$ cat config.mk
export PLATFORM = sky130hd
export DESIGN_NAME = tpu_mac
export DESIGN_NICKNAME = d
export VERILOG_FILES = /design/src/rtl/tpu_pkg.sv /design/src/rtl/tpu_mac_mult.sv /design/src/rtl/tpu_mac.sv
export SDC_FILE = /design/constraint.sdc
export NUM_CORES = 1
export LEC_CHECK = 0
export CELL_PAD_IN_SITES_DETAIL_PLACEMENT = 1
export CELL_PAD_IN_SITES_GLOBAL_PLACEMENT = 2
export CORE_MARGIN = 4
export CORE_UTILIZATION = 38
export DETAILED_ROUTE_END_ITERATION = 16
export HOLD_SLACK_MARGIN = 0.12
export PLACE_DENSITY_LB_ADDON = 0.05
export RECOVER_POWER = 25
export SYNTH_ARGS = -nofsm -noshare
export SYNTH_HDL_FRONTEND = slang
export SYNTH_SLANG_ARGS = --single-unit
$ cat constraint.sdc
create_clock -name clk -period 11.3 [get_ports clk]
set_clock_uncertainty 0.15 [all_clocks]
set_input_delay 2.26 -clock clk [delete_from_list [all_inputs] [get_ports clk]]
set_output_delay 2.26 -clock clk [all_outputs]
set_load 0.01 [all_outputs]
$ cat src/rtl/tpu_pkg.sv
// Shared widths and signed vector types for the systolic TPU processing elements.
package tpu_pkg;
  localparam int BITS_AB_DEF = 8;
  localparam int BITS_C_DEF  = 16;

  typedef logic signed [BITS_AB_DEF-1:0] ab_t;
  typedef logic signed [BITS_C_DEF-1:0]  c_t;
endpackage

$ cat src/rtl/tpu_mac_mult.sv
// Signed multiplier with a BITS_C-wide result: full 2*BITS_AB product,
// then sign-extended or truncated to the accumulator width.
module tpu_mac_mult
  import tpu_pkg::*;
#(
  parameter int BITS_AB = BITS_AB_DEF,
  parameter int BITS_C  = BITS_C_DEF
) (
  input  logic [BITS_AB-1:0] i_a,
  input  logic [BITS_AB-1:0] i_b,
  output logic [BITS_C-1:0]  o_p
);
  localparam int PW = 2 * BITS_AB;

  logic signed [PW-1:0] w_prod;

  assign w_prod = $signed(i_a) * $signed(i_b);

  generate
    if (BITS_C > PW) begin : g_ext
      assign o_p = {{(BITS_C-PW){w_prod[PW-1]}}, w_prod};
    end else begin : g_trunc
      assign o_p = w_prod[BITS_C-1:0];
    end
  endgenerate
endmodule

$ cat src/rtl/tpu_mac.sv
// Systolic-array MAC processing element: forwards A east and B south one
// cycle later, and accumulates A*B into C (or loads C directly).
module tpu_mac
  import tpu_pkg::*;
#(
  parameter int BITS_AB = BITS_AB_DEF,
  parameter int BITS_C  = BITS_C_DEF
) (
  input  logic               clk,
  input  logic               rst_n,
  input  logic               en,
  input  logic               WrEn,
  input  logic [BITS_AB-1:0] Ain,
  input  logic [BITS_AB-1:0] Bin,
  input  logic [BITS_C-1:0]  Cin,
  output logic [BITS_AB-1:0] Aout,
  output logic [BITS_AB-1:0] Bout,
  output logic [BITS_C-1:0]  Cout
);
  logic [BITS_AB-1:0] r_a;
  logic [BITS_AB-1:0] r_b;
  logic [BITS_C-1:0]  r_c;
  logic [BITS_C-1:0]  w_prod;

  // Product uses the live inputs, not the forwarded registers.
  tpu_mac_mult #(
    .BITS_AB(BITS_AB),
    .BITS_C (BITS_C)
  ) u_mult (
    .i_a(Ain),
    .i_b(Bin),
    .o_p(w_prod)
  );

  // rst_n is active-high despite its name.
  always_ff @(posedge clk or posedge rst_n) begin
    if (rst_n) begin
      r_a <= '0;
      r_b <= '0;
      r_c <= '0;
    end else if (en) begin
      r_a <= Ain;
      r_b <= Bin;
      r_c <= WrEn ? Cin : r_c + w_prod;
    end
  end

  assign Aout = r_a;
  assign Bout = r_b;
  assign Cout = r_c;
endmodule

After elaboration in Yosys (flattened, before gate mapping). Index checks and enable logic that the tools add are counted.

Register bits: 32. Bits of input ports: 36.

Muxes and demuxes: 1. Multipliers: 1. $add $sub $neg: 1.

Operator list (number): 16-bit adder (1); 8-bit by 8-bit multiplier with 16-bit output (1); 16-bit two-way mux (1).

Longest topological paths before layout. Gate-level depths: netlist of the first run.

Word-level depth: 3. Gate-level depth with buffers: 18.

Hierarchy. A second synthesis of the first run with hierarchy kept.

Cell total of the unflattened synthesis: 498. Area, all modules: 4560.6 µm².

Modules (own cells, without submodules): tpu_mac_mult (cells an instance 284, area each 2511.2 µm², seq. area each 0.0 µm², instances 1); tpu_mac (cells an instance 214, area each 2049.5 µm², seq. area each 800.8 µm², instances 1).

Worst setup path before layout of the first run. No wires, ideal clock.

Path kind: input to register. Start: input Bin[0]. End: register r_c[13] (netlist: Cout[13]). Data arrival time: 6.696 ns. Data required time: 11.067 ns. Library setup time: 0.083 ns. Stages: 16. Setup slack: 4.371 ns. Path through: clkbuf_1 > and2_1 > inv_1 > fa_1 > inv_1 > fa_1 > fa_1 > fa_1 > fa_1 > ha_1 > o21ai_0 > o21bai_1 > o311ai_2 > o21ai_0 > xnor2_1 > o21ai_0.

Word-level cells in the longest chain between the ends: 3.

RTL lines: from (decl) (line tpu_mac.sv:14) `input logic [BITS_AB-1:0] Bin,`; 8-bit by 8-bit multiplier with 16-bit output (line tpu_mac_mult.sv:17) `assign w_prod = $signed(i_a) * $signed(i_b);`; 16-bit adder (line tpu_mac.sv:44) `r_c <= WrEn ? Cin : r_c + w_prod;`; 16-bit two-way mux (line tpu_mac.sv:44); to (signal assigned) (line tpu_mac.sv:44); to (decl) (line tpu_mac.sv:22) `logic [BITS_C-1:0] r_c;`.

Every way passes these cells. A chain may end at the register's enable or synchronous reset.

Worst setup path in the final report of the first run. Same ends and word-level chain as after synthesis.

==> results of run 1 <==
==> sequential cells by signal, indices dropped and copies added (netlist names) <==
signal / cells
Aout: 8
Bout: 8
Cout: 16
==> through the flow <==
step | hold slack [ns] | util
2_1_floorplan | 0.4012 | -
3_3_place_gp | 0.3388 | 0.4632
3_5_place_dp | 0.3460 | 0.4632
4_1_cts | 0.3617 | 0.4715
5_1_grt | 0.3775 | 0.4711
6_report | 0.3550 | 0.4711
==> worst max path at each step <==
| stage | cells after the start | startpoint | slack, ns | end |
|---|---|---|---|---|
| 2_1_floorplan | 16 | Bin[0] | 4.37 | Cout[13]$_DFFE_PP0P_ |
| 3_3_place_gp | 16 | Bin[0] | 3.64 | Cout[13]$_DFFE_PP0P_ |
| 3_5_place_dp | 16 | Ain[7] | 3.53 | Cout[13]$_DFFE_PP0P_ |
| 4_1_cts | 16 | Bin[0] | 3.85 | Cout[13]$_DFFE_PP0P_ |
| 5_1_grt | 16 | Ain[7] | 3.52 | Cout[13]$_DFFE_PP0P_ |
| 6_report | 16 | Bin[0] | 3.88 | Cout[13]$_DFFE_PP0P_ |
==> final cells by class <==
class / count / share of cell area
sequential: 32 / 0.1568
tap: 140 / 0.03430
multi-input combinational: 294 / 0.6051
timing repair buffer: 69 / 0.1325
clock buffer: 8 / 0.01764
inverter: 73 / 0.05365
==> where the power goes <==
part	leakage, nW	total, mW	internal (mW)	switching [mW]
Clock	0.0455	0.0953	0.0497	0.0456
Combinational	2.01	1.50	0.708	0.792
Sequential	0.370	0.183	0.149	0.0339
==> cells by family after synthesis <==
| kind of cell | count (synthesis) |
|---|---|
| fa+ha+maj | 108 |
| simple gates | 96 |
| buf+inv | 84 |
| compound gates | 47 |
| flops | 32 |
| mux | 24 |
| xor+xnor | 19 |
==> layer usage <==
| metal | track usage | up-vias | routed length [um] | part of all wire |
|---|---|---|---|---|
| li1 | - | 1414 | - | - |
| met1 | 0.1977 | 1562 | 3929 | 0.40 |
| met2 | 0.2994 | 39 | 5440 | 0.56 |
| met3 | 0.02246 | 9 | 255 | 0.026 |
| met4 | 0.04087 | 0 | 109 | 0.011 |
| met5 | 0 | - | 0 | 0 |
==> cells in the mapped netlist, drive strengths merged (8+ instances only) <==
library cell and number:
nand2 29, clkbuf 8, fa 71, dfrtp 32
nor2 20, mux2 16, inv 72, a21oi 17
mux2i 8, and2 32, o21ai 13, ha 37
xnor2 18
==> impl_metrics.py, run 1 <==
metrics = {
    "setup_path": {
        "cp-end-kind": "flop",
        "crit_slowest_cell": "clkdlybuf4s50_1",
        "r2r_start": "Cout[4]$_DFFE_PP0P_",
        "cp_data_arrival_time_ns": 7.44,
        "cp_max_fo": 9,
        "critPathLaunchType": "primary input",
        "r2r-end": "Cout[14]$_DFFE_PP0P_",
        "cpPeakStageDelay_ns": 0.66,
        "criticalPathCategory": "in2reg",
        "required_ns": 11.32,
        "worst-path-buf-inv": 3,
        "crit_family": "adder cells",
        "cp_cell_sequence": "clkdlybuf4s50_1, and2_1, inv_1, fa_1, inv_1, fa_1, fa_1, fa_1, fa_1, ha_1, o21ai_0, o21bai_1, o311ai_2, o21ai_0, xnor2_1, o21ai_0",
        "cp_common_cell": "fa_1",
        "reg2reg_slack_ns": 6.63,
        "reg2reg_depth": 17,
    },
    "global_route": {
        "first_global_vias": 3321,
        "overflow": 0,
        "grt_max_degree": 52,
        "grt_use_total": 0.1619,
        "grt_pass1_wl_um": 16440,
        "antenna_found_initial": 0,
    },
    "synthesis": {
        "synthCells": 410,
        "synth-compound-area-share": 0.06990,
        "synth_xor_area_frac": 0.03956,
        "yosysTopAreaCell": "fa_1",
        "ys_types": 34,
        "yosysWarnings": 0,
        "ys_ff_latch": 32,
        "synth_top_family_by_area": "adder cells",
        "synth_edf_count": 0,
        "syn_area_um2": 4207,
        "ys.flop_type": "dfrtp_1",
        "syn_nets": 554,
        "synth.avg_cell_area_um2": 10.26,
        "synth_fa_ha_area_frac": 0.4479,
        "synth.area.top_cells": "fa_1, dfrtp_1, ha_1",
        "synthArstFlopShare": 1.000,
        "synthMuxAreaShare": 0.06187,
        "yosys.area.top_type_share": 0.3379,
        "synth-seq-area-share": 0.1904,
        "synth_simple_gate_area_frac": 0.1154,
    },
    "cells_and_area": {
        "n_fill_cell": 1231,
        "final_cell_mix": "inv_1, fa_1, clkdlybuf4s50_1, ha_1",
        "regArea_um2": 800.8,
        "fin_nets": 619,
        "multiInputGateArea_um2": 3090,
        "area_growth_pct": 21.42,
        "design_area_um2": 5107,
        "final_common_cell": "inv_1",
        "post_layout_nonfiller_instances": 616,
        "diodes": 0,
        "drive_above_1_share": 0.05672,
    },
    "routing": {
        "vias": 3024,
        "drtIter0Drc": 84,
        "drtPass1Iterations": 4,
        "final_antenna_net_count": 0,
        "post_drt_wl_per_cell_um": 15.80,
        "drc": 0,
        "routed_via_density": 4.909,
        "wirelength_um": 9735,
    },
    "clock_tree": {
        "clock_latency_ns": 0.29,
        "numClockSinks": 32,
        "postCtsHoldBufs": 0,
        "clk_pin_slew_ns": 0.07,
        "cts_resized": 0,
        "cts-root-buf": "clkbuf_8",
        "postCtsSetupBuffers": 0,
        "cts_buffers": 5,
        "cts_tree": "done",
        "cts_max_level": 2,
        "clock_path_buffers": 2,
    },
    "place": {
        "dp_hpwl_um": 8079,
        "gp_congestion": 0.8039,
        "pre_cts_ws_ns": 3.531,
        "dp_cells": 608,
        "portBuffers": 67,
        "place_area_um2": 5021,
    },
    "floorplan": {
        "rows": 38,
        "num_io_pins": 68,
        "die_w_um": 113.2,
        "dieArea_um2": 12820,
        "fp.dieH_um": 113.2,
        "initial_core_util": 0.3880,
        "core_area_um2": 10840,
    },
    "sta": {
        "setup_viol": 0,
        "post-route-period-util": 0.6569,
        "fin_crit_ns": 7.423,
        "worst_pin_slew_ns": 1.971,
        "hold_viol_final": 0,
        "slew_headroom": -0.3141,
        "fin_tns_setup_ns": 0,
        "timing.final.max_slew_violations": 33,
        "max_freq_mhz": 134.7,
        "rsz0062_at_grt": "false",
        "setup_ws_ns": 3.877,
    },
    "pwr": {
        "ir_worst_vdd_v": 0.0003066,
        "cellPowerDensity_nw_per_um2": 348.1,
        "finalPower_mw": 1.778,
        "leakage_nw": 2.423,
    },
    "status": {
        "failed_checks": "capacitance limit, slew limit",
        "status": "complete, but fails checks",
    },
    "job": {
        "drv_cap": 1,
    },
    "min_path": {
        "worst_hold_path.endpoint": "Bout[0]$_DFFE_PP0P_",
        "hold_path_depth": 1,
        "hold_start": "Bout[0]$_DFFE_PP0P_",
        "hold_path_class": "reg2reg",
    },
}
(Power assumes the default switching activity.)
==> inputs of run 2 (changes only) <==
- CORE_UTILIZATION: 38 -> 35
- clock period: 11.3 -> 7.25 ns (I/O delays scaled with it)
==> run 2 against run 1 <==
Against the previous run: the flow still finishes with violations (capacitance limit, slew limit); core utilization shrank 2.6 points; sequential share of layout area shrank 0.17 points; clock-buffer cell count shrank 3; global-route usage shrank 0.66 points; die area grew 8.0%; flip-flop and latch count is the same; hold slack lost 0.0012 ns; routed wire length grew 2.8%; via count shrank 0.30%; setup slack lost 3.0 ns; first-iteration DRC count grew 3.6%; critical path type unchanged; largest cell class unchanged; highest routed layer unchanged.
==> impl_metrics.py, run 2 (synthesized netlist as in run 1, its figures left out) <==
metrics = {
    "routing": {
        "final_antenna_net_count": 0,
        "wirelength_um": 10010,
        "drtPass1Iterations": 4,
        "drtIter0Drc": 87,
        "routed_via_density": 4.871,
        "post_drt_wl_per_cell_um": 16.17,
        "vias": 3015,
        "drc": 0,
    },
    "setup_path": {
        "crit_end": "Cout[14]$_DFFE_PP0P_",
        "cp_data_arrival_time_ns": 6.42,
        "cp-end-kind": "flop",
        "reg2reg_depth": 16,
        "criticalPathCategory": "in2reg",
        "critPathLaunchType": "primary input",
        "reg2reg_slack_ns": 2.48,
        "crit_path_start": "Bin[1]",
        "required_ns": 7.27,
        "r2r-end": "Cout[13]$_DFFE_PP0P_",
        "cp_max_fo": 9,
        "r2r_start": "Cout[6]$_DFFE_PP0P_",
    },
    "clock_tree": {
        "postCtsHoldBufs": 0,
        "postCtsSetupBuffers": 0,
        "numClockSinks": 32,
        "clock_path_buffers": 2,
        "cts_resized": 0,
        "cts_tree": "done",
        "cts-root-buf": "clkbuf_16",
        "clock_latency_ns": 0.29,
        "clk_pin_slew_ns": 0.06,
        "cts_max_level": 2,
        "cts_buffers": 5,
    },
    "global_route": {
        "grt_max_degree": 52,
        "antenna_found_initial": 0,
        "grt_use_total": 0.1553,
        "grt_pass1_wl_um": 17350,
        "overflow": 0,
        "first_global_vias": 3472,
    },
    "cells_and_area": {
        "diodes": 0,
        "largest_reg_flops": 16,
        "drive_above_1_share": 0.06092,
        "post_layout_nonfiller_instances": 619,
        "fin_nets": 619,
        "final_common_cell": "inv_1",
        "area_growth_pct": 22.78,
        "final_cell_mix": "inv_1, fa_1, clkdlybuf4s50_1, ha_1",
    },
    "status": {
        "failed_checks": "capacitance limit, slew limit",
        "status": "complete, but fails checks",
    },
    "sta": {
        "max_freq_mhz": 156.3,
        "setup_viol": 0,
        "hold_viol_final": 0,
        "slew_headroom": -0.2236,
        "rsz0062_at_grt": "false",
        "fin_crit_ns": 6.399,
        "timing.final.max_slew_violations": 33,
        "whs_ns": 0.3537,
        "post-route-period-util": 0.8827,
        "fin_tns_setup_ns": 0,
        "worst_pin_slew_ns": 1.835,
    },
    "floorplan": {
        "die_w_um": 117.6,
        "core_area_um2": 11610,
        "rows": 39,
        "dieArea_um2": 13840,
        "fp.dieH_um": 117.6,
        "num_io_pins": 68,
        "initial_core_util": 0.3622,
    },
    "place": {
        "gp_congestion": 0.7478,
        "portBuffers": 67,
        "dp_hpwl_um": 8255,
        "dp_cells": 611,
    },
    "min_path": {
        "hold_path_class": "reg2reg",
        "hold_start": "Aout[1]$_DFFE_PP0P_",
    },
    "job": {
        "drv_cap": 1,
    },
}
==> run 2: cell types whose count changed in the layout (fill, tap and decap cells not counted), sizes merged <==
cell / change
clkbuf: -3
clkinv: +3
==> run 2: per-stage QoR <==
stage          setup slack [ns]  utilization  instance area (um2)
2_1_floorplan             1.131            -                 4207
3_3_place_gp             0.7140       0.4327                 5025
3_5_place_dp             0.5633       0.4327                 5025
4_1_cts                  0.8133       0.4451                 5169
5_1_grt                  0.5850       0.4447                 5165
6_report                 0.8505       0.4447                 5165
==> run 2: area by class of cell <==
cell class / count / area, um2
Tap cell: 143 / 178.9
Inverter: 73 / 274.0
Timing Repair Buffer: 69 / 676.9
Multi-Input combinational cell: 294 / 3090
Fill cell: 1326 / 6449
Sequential cell: 32 / 800.8
Clock inverter: 3 / 18.77
Clock buffer: 5 / 125.1
==> run 2: per-layer routing <==
layer | wire length, um | track usage | share of wire | up-vias
li1 | - | - | - | 1414
met1 | 3946 | 0.1788 | 0.39 | 1562
met2 | 5725 | 0.3008 | 0.57 | 32
met3 | 276 | 0.03027 | 0.028 | 7
met4 | 63 | 0.02418 | 0.0063 | 0
met5 | 0 | 0 | 0 | -
==> run 2: worst min-delay path by stage <==
stage	depth (start not counted)	to	slack [ns]
6_report	1	Aout[1]$_DFFE_PP0P_	0.35
5_1_grt	1	Aout[7]$_DFFE_PP0P_	0.38
4_1_cts	1	Bout[7]$_DFFE_PP0P_	0.36
3_5_place_dp	1	Aout[7]$_DFFE_PP0P_	0.34
3_3_place_gp	1	Aout[7]$_DFFE_PP0P_	0.34
2_1_floorplan	1	Aout[0]$_DFFE_PP0P_	0.40
==> run 2: worst max-delay path, cell delays in order <==
cell and delay [ns]:
clkdlybuf4s50_1 0.70, and2_1 0.49, fa_1 0.54, fa_1 0.51
fa_1 0.56, fa_1 0.42, ha_1 0.31, ha_1 0.39
and4_1 0.23, a211oi_2 0.19, o21ai_1 0.12, a31oi_1 0.22
xnor2_1 0.09, o221a_1 0.21
Power of run 2 is left out: the tool's default activity adds up to more than one toggle a clock period on the data nets, which glitch-free logic cannot reach.
==> inputs of run 3 (changes only) <==
- CORE_MARGIN: 4 -> default
==> run 3 against run 2 <==
Against the previous run: the run ends with DRC, capacitance limit, slew limit left; sequential share of layout area is essentially flat; critical endpoint unchanged; setup slack gained 0.065 ns; highest routed layer unchanged; cell area grew 0.15%; largest cell class unchanged.
==> impl_metrics.py, run 3 (synthesized netlist as in run 1, its figures left out) <==
metrics = {
    "status": {
        "status": "complete, but fails checks",
        "failed_checks": "DRC, capacitance limit, slew limit",
    },
    "floorplan": {
        "rows": 39,
        "die_w_um": 111.6,
        "core_area_um2": 11560,
        "initial_core_util": 0.3637,
        "fp.dieH_um": 111.6,
        "dieArea_um2": 12460,
        "num_io_pins": 68,
    },
    "global_route": {
        "grt_max_degree": 52,
        "antenna_found_initial": 0,
        "grt_pass1_wl_um": 17080,
        "overflow": 0,
        "first_global_vias": 3369,
        "grt_use_total": 0.1746,
    },
    "pwr": {
        "cellPowerDensity_nw_per_um2": 547.3,
        "switching_share": 0.4842,
        "internal_power_mw": 1.460,
        "leakage_nw": 2.457,
        "ir_worst_vdd_v": 0.0003428,
        "switching_power_mw": 1.371,
        "p_seq_frac": 0.101,
        "pwr-share-clk": 0.076,
        "pwr-share-comb": 0.824,
    },
    "place": {
        "dp_hpwl_um": 7975,
        "dp_cells": 612,
        "gp_congestion": 0.7292,
        "portBuffers": 67,
    },
    "routing": {
        "drtIter0Drc": 87,
        "highest_layer": "met4",
        "post_drt_wl_per_cell_um": 15.54,
        "dr_wl_met3_um": 228,
        "drtPass1Iterations": 10,
        "wl_met2_um": 5402,
        "routed_via_density": 4.889,
        "final_antenna_net_count": 0,
        "vias": 3031,
        "drc": 6,
        "met1Wirelength_um": 3919,
        "wirelength_um": 9633,
    },
    "cells_and_area": {
        "area_growth_pct": 22.96,
        "post_layout_nonfiller_instances": 620,
        "utilization": 0.4473,
        "drive_above_1_share": 0.06289,
        "largest_reg_flops": 16,
        "final_cell_mix": "inv_1, fa_1, clkdlybuf4s50_1, ha_1",
        "diodes": 0,
        "n_fill_cell": 1296,
        "fin_nets": 620,
        "final_common_cell": "inv_1",
    },
    "sta": {
        "rsz0062_at_grt": "false",
        "fin_crit_ns": 6.334,
        "setup_viol": 0,
        "whs_ns": 0.3550,
        "post-route-period-util": 0.8737,
        "max_freq_mhz": 157.9,
        "worst_pin_slew_ns": 1.839,
        "timing.final.max_slew_violations": 33,
        "hold_viol_final": 0,
        "slew_headroom": -0.2258,
        "fin_tns_setup_ns": 0,
    },
    "setup_path": {
        "criticalPathCategory": "in2reg",
        "cp_data_arrival_time_ns": 6.36,
        "crit_slowest_cell": "clkdlybuf4s50_1",
        "worst-path-buf-inv": 1,
        "cp_cell_sequence": "clkdlybuf4s50_1, and2_1, fa_1, fa_1, fa_1, fa_1, ha_1, ha_1, and4_1, a211oi_2, o21ai_1, a31oi_1, xnor2_1, o221a_1",
        "critPathLaunchType": "primary input",
        "cp_common_cell": "fa_1",
        "required_ns": 7.27,
        "cp_max_fo": 9,
        "cpPeakStageDelay_ns": 0.70,
        "cp-end-kind": "flop",
        "crit_family": "adder cells",
    },
    "clock_tree": {
        "clk_pin_slew_ns": 0.06,
        "cts-root-buf": "clkbuf_16",
        "cts_resized": 0,
        "clock_path_buffers": 2,
        "numClockSinks": 32,
        "clock_latency_ns": 0.28,
        "cts_tree": "done",
        "postCtsSetupBuffers": 0,
        "cts_max_level": 2,
        "cts_buffers": 5,
        "postCtsHoldBufs": 0,
    },
    "job": {
        "drv_cap": 1,
    },
    "min_path": {
        "hold_path_class": "reg2reg",
    },
}
run 3: cell count changes in the layout (fill, tap and decap cells not counted):
cell   previous run  this run
buf_4             1         2
run 3: final timing paths:
path	from	to	slack, ns	cells past startpoint
setup / recovery	Bin[1]	Cout[14]$_DFFE_PP0P_	0.92	14
max in group asynchronous	rst_n	Cout[6]$_DFFE_PP0P_	3.76	3
setup reg to reg	Cout[6]$_DFFE_PP0P_	Cout[13]$_DFFE_PP0P_	2.55	16
min in group asynchronous	rst_n	Aout[5]$_DFFE_PP0P_	2.12	3
hold reg to reg	Aout[7]$_DFFE_PP0P_	Aout[7]$_DFFE_PP0P_	0.36	1
hold / removal	Aout[7]$_DFFE_PP0P_	Aout[7]$_DFFE_PP0P_	0.36	1
run 3: metrics by stage:
step	setup WS [ns]	power (mW)	cell area (um2)
after detailed placement	0.5765	2.683	5032
after global placement	0.7003	2.638	5032
final	0.9156	2.831	5172
after CTS	0.8791	2.921	5176
after floorplan	1.131	2.078	4207
after global routing	0.6269	3.249	5172
run 3: area by class of cell:
cell class	instances	area, um2	area share
clock inverters	3	18.77	0.003628
repair buffers	70	684.4	0.1323
clock buffers	5	125.1	0.02419
flip-flops and latches	32	800.8	0.1548
well taps	143	178.9	0.03459
multi-input cells	294	3090	0.5975
inverters	73	274.0	0.05298
run 3: power groups by stage:
stage	sequential [mW]	clock, mW	combinational (mW)
final	0.285	0.215	2.33
after global routing	0.295	0.231	2.72
after CTS	0.289	0.224	2.41
after detailed placement	0.292	0	2.39
after global placement	0.291	0	2.35
after floorplan	0.298	0	1.78
run 3: metal layers:
metal,GRT usage,vias to the layer above
li1,-,1414
met1,0.2132,1576
met2,0.3259,35
met3,0.02450,6
met4,0.03514,0
met5,0,-
